$ cat src/rtl/seven_seg_scanner_if.sv
// Bundle between a debug-value source and the 7-segment scanner.
// Master drives value/control; slave returns the pin-level scan outputs.
interface seven_seg_scanner_if #(
    parameter int NUM_DIGITS = 4
);
    logic                    enable;
    logic                    load;
    logic [4*NUM_DIGITS-1:0] value;
    logic [NUM_DIGITS-1:0]   dp_mask;
    logic [7:0]              seg;
    logic [NUM_DIGITS-1:0]   an;
    logic [2:0]              digit_idx;
    logic                    frame_start;

    modport master (
        output enable, load, value, dp_mask,
        input  seg, an, digit_idx, frame_start
    );

    modport slave (
        input  enable, load, value, dp_mask,
        output seg, an, digit_idx, frame_start
    );
endinterface

$ cat src/rtl/seven_seg_scanner.sv
// Time-multiplexed, double-buffered hex driver for a common-anode display.
// Define LEADING_ZERO_BLANK_EN to blank leading zero digits.
module seven_seg_scanner #(
    parameter int NUM_DIGITS = 4,
    parameter int CLK_DIV    = 50000,
    parameter int GUARD      = 16
) (
    input logic clk,
    input logic rst_n,
    seven_seg_scanner_if.slave bus
);
    localparam int PW = $clog2(CLK_DIV);
    localparam int VW = 4 * NUM_DIGITS;
    localparam logic [PW-1:0] P_LAST  = PW'(CLK_DIV - 1);
    localparam logic [PW-1:0] P_GUARD = PW'(GUARD);
    localparam logic [2:0]    D_LAST  = 3'(NUM_DIGITS - 1);

    logic [PW-1:0]         prescaler;
    logic [2:0]            idx;
    logic [VW-1:0]         pend_val;
    logic [VW-1:0]         disp_val;
    logic [NUM_DIGITS-1:0] pend_dp;
    logic [NUM_DIGITS-1:0] disp_dp;
    logic                  pend_valid;
    logic [7:0]            seg_q;
    logic [NUM_DIGITS-1:0] an_q;
    logic                  fs_q;

    logic                  tick;
    logic                  wrap;
    logic                  show;
    logic                  lead;
    logic [31:0]           val_pad;
    logic [7:0]            dp_pad;
    logic [7:0]            blank_pad;
    logic [3:0]            nib;
    logic [NUM_DIGITS-1:0] an_sel;

    function automatic logic [6:0] seg_of(input logic [3:0] n);
        logic [6:0] s;
        unique case (n)
            4'h0: s = 7'h40;
            4'h1: s = 7'h79;
            4'h2: s = 7'h24;
            4'h3: s = 7'h30;
            4'h4: s = 7'h19;
            4'h5: s = 7'h12;
            4'h6: s = 7'h02;
            4'h7: s = 7'h78;
            4'h8: s = 7'h00;
            4'h9: s = 7'h10;
            4'hA: s = 7'h08;
            4'hB: s = 7'h03;
            4'hC: s = 7'h46;
            4'hD: s = 7'h21;
            4'hE: s = 7'h06;
            4'hF: s = 7'h0E;
        endcase
        return s;
    endfunction

    assign tick = (prescaler == P_LAST);
    assign wrap = tick && (idx == D_LAST);

    always_comb begin
        val_pad   = 32'(disp_val);
        dp_pad    = 8'(disp_dp);
        nib       = val_pad[{idx, 2'b00} +: 4];
        an_sel    = ~(NUM_DIGITS'(1) << idx);
        blank_pad = '0;
        lead      = 1'b1;
`ifdef LEADING_ZERO_BLANK_EN
        // Padding above NUM_DIGITS is zero, so the run starts blank there.
        for (int k = 7; k >= 1; k--) begin
            lead = lead && (val_pad[4*k +: 4] == 4'h0) && !dp_pad[k];
            blank_pad[k] = lead;
        end
`endif
        show = bus.enable && (prescaler >= P_GUARD) && !blank_pad[idx];
    end

    always_ff @(posedge clk or negedge rst_n) begin
        if (!rst_n) begin
            prescaler  <= '0;
            idx        <= '0;
            pend_val   <= '0;
            disp_val   <= '0;
            pend_dp    <= '0;
            disp_dp    <= '0;
            pend_valid <= 1'b0;
            seg_q      <= 8'hFF;
            an_q       <= '1;
            fs_q       <= 1'b0;
        end else begin
            prescaler <= tick ? '0 : prescaler + 1'b1;
            if (tick)
                idx <= (idx == D_LAST) ? 3'd0 : idx + 3'd1;
            fs_q <= wrap;

            // Display only changes on a frame wrap, so a frame never tears.
            if (bus.load && wrap) begin
                disp_val   <= bus.value;
                disp_dp    <= bus.dp_mask;
                pend_valid <= 1'b0;
            end else if (bus.load) begin
                pend_val   <= bus.value;
                pend_dp    <= bus.dp_mask;
                pend_valid <= 1'b1;
            end else if (wrap && pend_valid) begin
                disp_val   <= pend_val;
                disp_dp    <= pend_dp;
                pend_valid <= 1'b0;
            end

            an_q  <= show ? an_sel : '1;
            seg_q <= show ? {~dp_pad[idx], seg_of(nib)} : 8'hFF;
        end
    end

    assign bus.seg         = seg_q;
    assign bus.an          = an_q;
    assign bus.digit_idx   = idx;
    assign bus.frame_start = fs_q;
endmodule

$ cat src/flat_wrapper.sv
// flat-port wrapper written by rule: the top's interface ports become plain ports
module seven_seg_scanner_flat 
#(
    parameter int NUM_DIGITS = 4,
    parameter int CLK_DIV    = 50000,
    parameter int GUARD      = 16
)
  (clk, rst_n, bus_enable, bus_load, bus_value, bus_dp_mask, bus_seg, bus_an, bus_digit_idx, bus_frame_start);
  seven_seg_scanner_if #(.NUM_DIGITS(NUM_DIGITS)) bus_i ();
  input logic clk;
  input logic rst_n;
  input wire logic [$bits(bus_i.enable)-1:0] bus_enable;
  input wire logic [$bits(bus_i.load)-1:0] bus_load;
  input wire logic [$bits(bus_i.value)-1:0] bus_value;
  input wire logic [$bits(bus_i.dp_mask)-1:0] bus_dp_mask;
  output wire logic [$bits(bus_i.seg)-1:0] bus_seg;
  output wire logic [$bits(bus_i.an)-1:0] bus_an;
  output wire logic [$bits(bus_i.digit_idx)-1:0] bus_digit_idx;
  output wire logic [$bits(bus_i.frame_start)-1:0] bus_frame_start;
  assign bus_i.enable = bus_enable;
  assign bus_i.load = bus_load;
  assign bus_i.value = bus_value;
  assign bus_i.dp_mask = bus_dp_mask;
  assign bus_seg = bus_i.seg;
  assign bus_an = bus_i.an;
  assign bus_digit_idx = bus_i.digit_idx;
  assign bus_frame_start = bus_i.frame_start;
  seven_seg_scanner #(.NUM_DIGITS(NUM_DIGITS), .CLK_DIV(CLK_DIV), .GUARD(GUARD)) u_core (.clk(clk), .rst_n(rst_n), .bus(bus_i));
endmodule
$ cat config.mk
export PLATFORM = sky130hd
export DESIGN_NAME = seven_seg_scanner_flat
export DESIGN_NICKNAME = d
export VERILOG_FILES = /design/src/rtl/seven_seg_scanner_if.sv /design/src/rtl/seven_seg_scanner.sv /design/src/flat_wrapper.sv
export SDC_FILE = /design/constraint.sdc
export NUM_CORES = 1
export LEC_CHECK = 0
export ABC_CLOCK_PERIOD_IN_PS = 3500
export BUFFER_PORTS_ARGS = -buffer_cell sky130_fd_sc_hd__buf_2
export CAP_MARGIN = 10
export CORE_MARGIN = 4
export CORE_UTILIZATION = 38
export CTS_BUF_LIST = sky130_fd_sc_hd__clkbuf_4 sky130_fd_sc_hd__clkbuf_8
export CTS_CLUSTER_SIZE = 12
export DETAILED_ROUTE_END_ITERATION = 6
export GPL_TIMING_DRIVEN = 0
export PLACE_DENSITY = 0.56
export SYNTH_ARGS = -nofsm -noshare
export SYNTH_HDL_FRONTEND = slang
export SYNTH_SLANG_ARGS = --single-unit
$ cat constraint.sdc
create_clock -name clk -period 3.5 [get_ports clk]
set_input_delay 0.175 -clock clk [delete_from_list [all_inputs] [get_ports clk]]
set_output_delay 0.175 -clock clk [all_outputs]
set_load 0.01 [all_outputs]
==> impl_metrics.py <==
metrics = {
    "placement": {
        "gp_congestion": 0.802,
        "io_buffers": 39,
        "place_hpwl_um": 5640,
    },
    "routing": {
        "drc_errors": 0,
        "routed_wl_um": 8050,
        "via_count": 2665,
        "wl_per_cell_um": 15.8,
        "drtIter0Drc": 103,
        "antenna_left": 0,
        "via_per_inst": 5.22,
        "dr.pass1.iters": 4,
    },
    "clocking": {
        "clk_pin_slew_ps": 80,
        "cts_max_path_buffers": 2,
        "cts_sinks": 73,
        "insertion_delay_ps": 340,
        "root_buffer": "clkbuf_8",
        "cts_max_level": 3,
        "cts_setup_buffers": 0,
        "cts_buffers": 9,
        "cts_tree": "done",
        "cts-resized-gates": 0,
    },
    "logic_synthesis": {
        "syn_avg_cell_area_um2": 11.3,
        "synth_seq_cells": 73,
        "syn_area_um2": 3670,
        "synth_cell_types": 40,
        "synth_enable_flop_cells": 0,
        "synth_cells": 325,
        "synthArstFlopShare": 1.00,
        "yosysWarnings": 0,
        "ys.flop_type": "dfrtp_1",
        "synth-seq-area-share": 0.502,
        "synth_nets": 361,
    },
    "floorplan": {
        "core_um2": 9330,
        "ios": 40,
        "start_util": 0.394,
        "fp.dieW_um": 106,
        "row_count": 35,
        "die_area_um2": 11300,
        "die_h_um": 106,
    },
    "sta": {
        "timing.fmax_ghz": 0.420,
        "rsz0062_at_grt": "false",
        "setup_viol": 0,
        "period_needed_ps": 2380,
        "tightest_slew_ps": 765,
        "fin_crit_sh": 0.681,
        "timing.hold.ws_ps": 73.6,
        "finalClockSkew_ps": 11.8,
        "fin_tns_setup_ps": 0,
        "hold_viol": 0,
        "drv_slew": 0,
        "relSlewSlack": 0.483,
    },
    "setup_path": {
        "cp.arrival_ps": 2620,
        "worst_path_most_repeated_cell": "nand2_1",
        "slowest_delay_ps": 550,
        "cp_num_buf_inv": 2,
        "cp-end-kind": "flip-flop",
        "cp_max_fo": 8,
        "path_cells": "buf_2 > mux4_2 > nand2_1 > inv_1 > ha_1 > mux2_2 > nand2_1 > o311ai_0",
        "slowest_stage": "mux4_2",
        "startpoint_type": "flip-flop",
        "cp_top_family": "multiplexers",
        "cp.required_ps": 3740,
        "path_class": "reg2reg",
    },
    "power_and_ir_drop": {
        "power.leakage_nw": 1.83,
        "pwr-share-seq": 0.500,
        "power_frac_comb": 0.062,
        "p_sw_frac": 0.218,
        "p_clk_frac": 0.438,
        "peakVddDrop_uv": 225,
        "finalPower_w": 0.00177,
        "internal_power_w": 0.00139,
        "power.switching_w": 0.000387,
        "power.density_nw_per_um2": 412,
    },
    "cells_and_area": {
        "n_antenna_cell": 0,
        "drive_above_1_share": 0.283,
        "area_growth_pct": 17.3,
        "mostFrequentLayoutCells": "dfrtp_1 (61), buf_2 (42), o31ai_1 (40)",
        "fin_nets": 413,
        "finish.utilization": 0.462,
        "layout_commonest_cell": "dfrtp_1",
    },
    "global_routing": {
        "grt_usage": 0.154,
        "grt_remaining_overflow": 0,
        "grt_max_degree": 47,
        "antenna_found_initial": 0,
        "grt_pass1_vias": 2713,
        "grt_pass1_wl_um": 13900,
    },
    "hold_path": {
        "hold_path_class": "in2reg",
    },
    "run_status": {
        "status": "completed",
    },
    "flow_run": {
        "cap_viol_max_count": 0,
    },
}
## cells in the mapped netlist, drive strengths merged, types with 10 or more instances
master,number,share of area
inv,13,0.013
nand2,17,0.017
mux2,23,0.071
o31ai,40,0.082
clkbuf,17,0.017
dfstp,12,0.086
dfrtp,61,0.42
ha,12,0.041
nor2b,23,0.039
nor2,11,0.011
a31oi,20,0.034
nand3,10,0.015
## metal layers
layer | part of all wire | global-route usage
met1 | 0.48 | 0.216
met2 | 0.48 | 0.236
met3 | 0.033 | 0.0322
met4 | 0.0098 | 0.0564
met5 | 0 | 0
## cell type report
type / count / area [µm²]
flip-flops and latches: 73 / 1840
well taps: 129 / 161
plain buffers: 23 / 106
clock inverters: 4 / 73.8
multi-input cells: 216 / 1680
fillers: 901 / 5020
clock buffers: 12 / 165
inverters: 13 / 48.8
repair buffers: 41 / 235
## per-stage QoR
| stage | instances | area (µm²) | worst slack (ps) |
|---|---|---|---|
| 2_1_floorplan | 325 | 3670 | 1350 |
| 3_3_place_gp | 493 | 4030 | 1150 |
| 3_5_place_dp | 494 | 4060 | 1110 |
| 4_1_cts | 511 | 4310 | 1090 |
| 5_1_grt | 511 | 4310 | 923 |
| 6_report | 511 | 4310 | 1120 |
## final timing paths
kind	cells after the start	to	slack [ps]	start
hold / removal	2	u_core.pend_val[10]	70	bus_value[10]
min in group asynchronous	2	u_core.prescaler[5]	310	rst_n
hold reg to reg	1	u_core.prescaler[13]	500	u_core.prescaler[13]
setup / recovery	8	u_core.bus.seg[6]	1120	u_core.bus.digit_idx[0]
setup reg to reg	8	u_core.bus.seg[6]	1120	u_core.bus.digit_idx[0]
max in group asynchronous	3	u_core.bus.seg[4]	2590	rst_n
## power groups by stage
stage / Combinational [W] / Sequential (W) / Clock (W)
finish: 0.000110 / 0.000887 / 0.000777
global route: 0.000127 / 0.000890 / 0.000827
CTS: 0.000114 / 0.000887 / 0.000800
detailed placement: 0.000113 / 0.000903 / 0
global placement: 0.000107 / 0.000902 / 0
floorplan: 0.0000573 / 0.000901 / 0
## cells by family after synthesis
group,share of synthesized area
XOR/XNOR,0.0334
buffers and inverters,0.0422
adder cells (fa/ha/maj),0.0409
multiplexers,0.107
flip-flops,0.502
AO/OA/AOI/OAI,0.146
AND/OR/NAND/NOR,0.129
## sequential cells by signal, summed over array words and instances (netlist names)
register and flops:
u_core.bus.an 4, u_core.bus.digit_idx 3, u_core.bus.frame_start 1, u_core.bus.seg 8, u_core.disp_dp 4, u_core.disp_val 16
u_core.pend_dp 4, u_core.pend_val 16, u_core.pend_valid 1, u_core.prescaler 16
## repair_timing
item                       in CTS  in global routing
hold buffers                    1                  0
setup endpoints to repair       0                  0
hold endpoints to repair       27                  0
(Power assumes the default switching activity.)
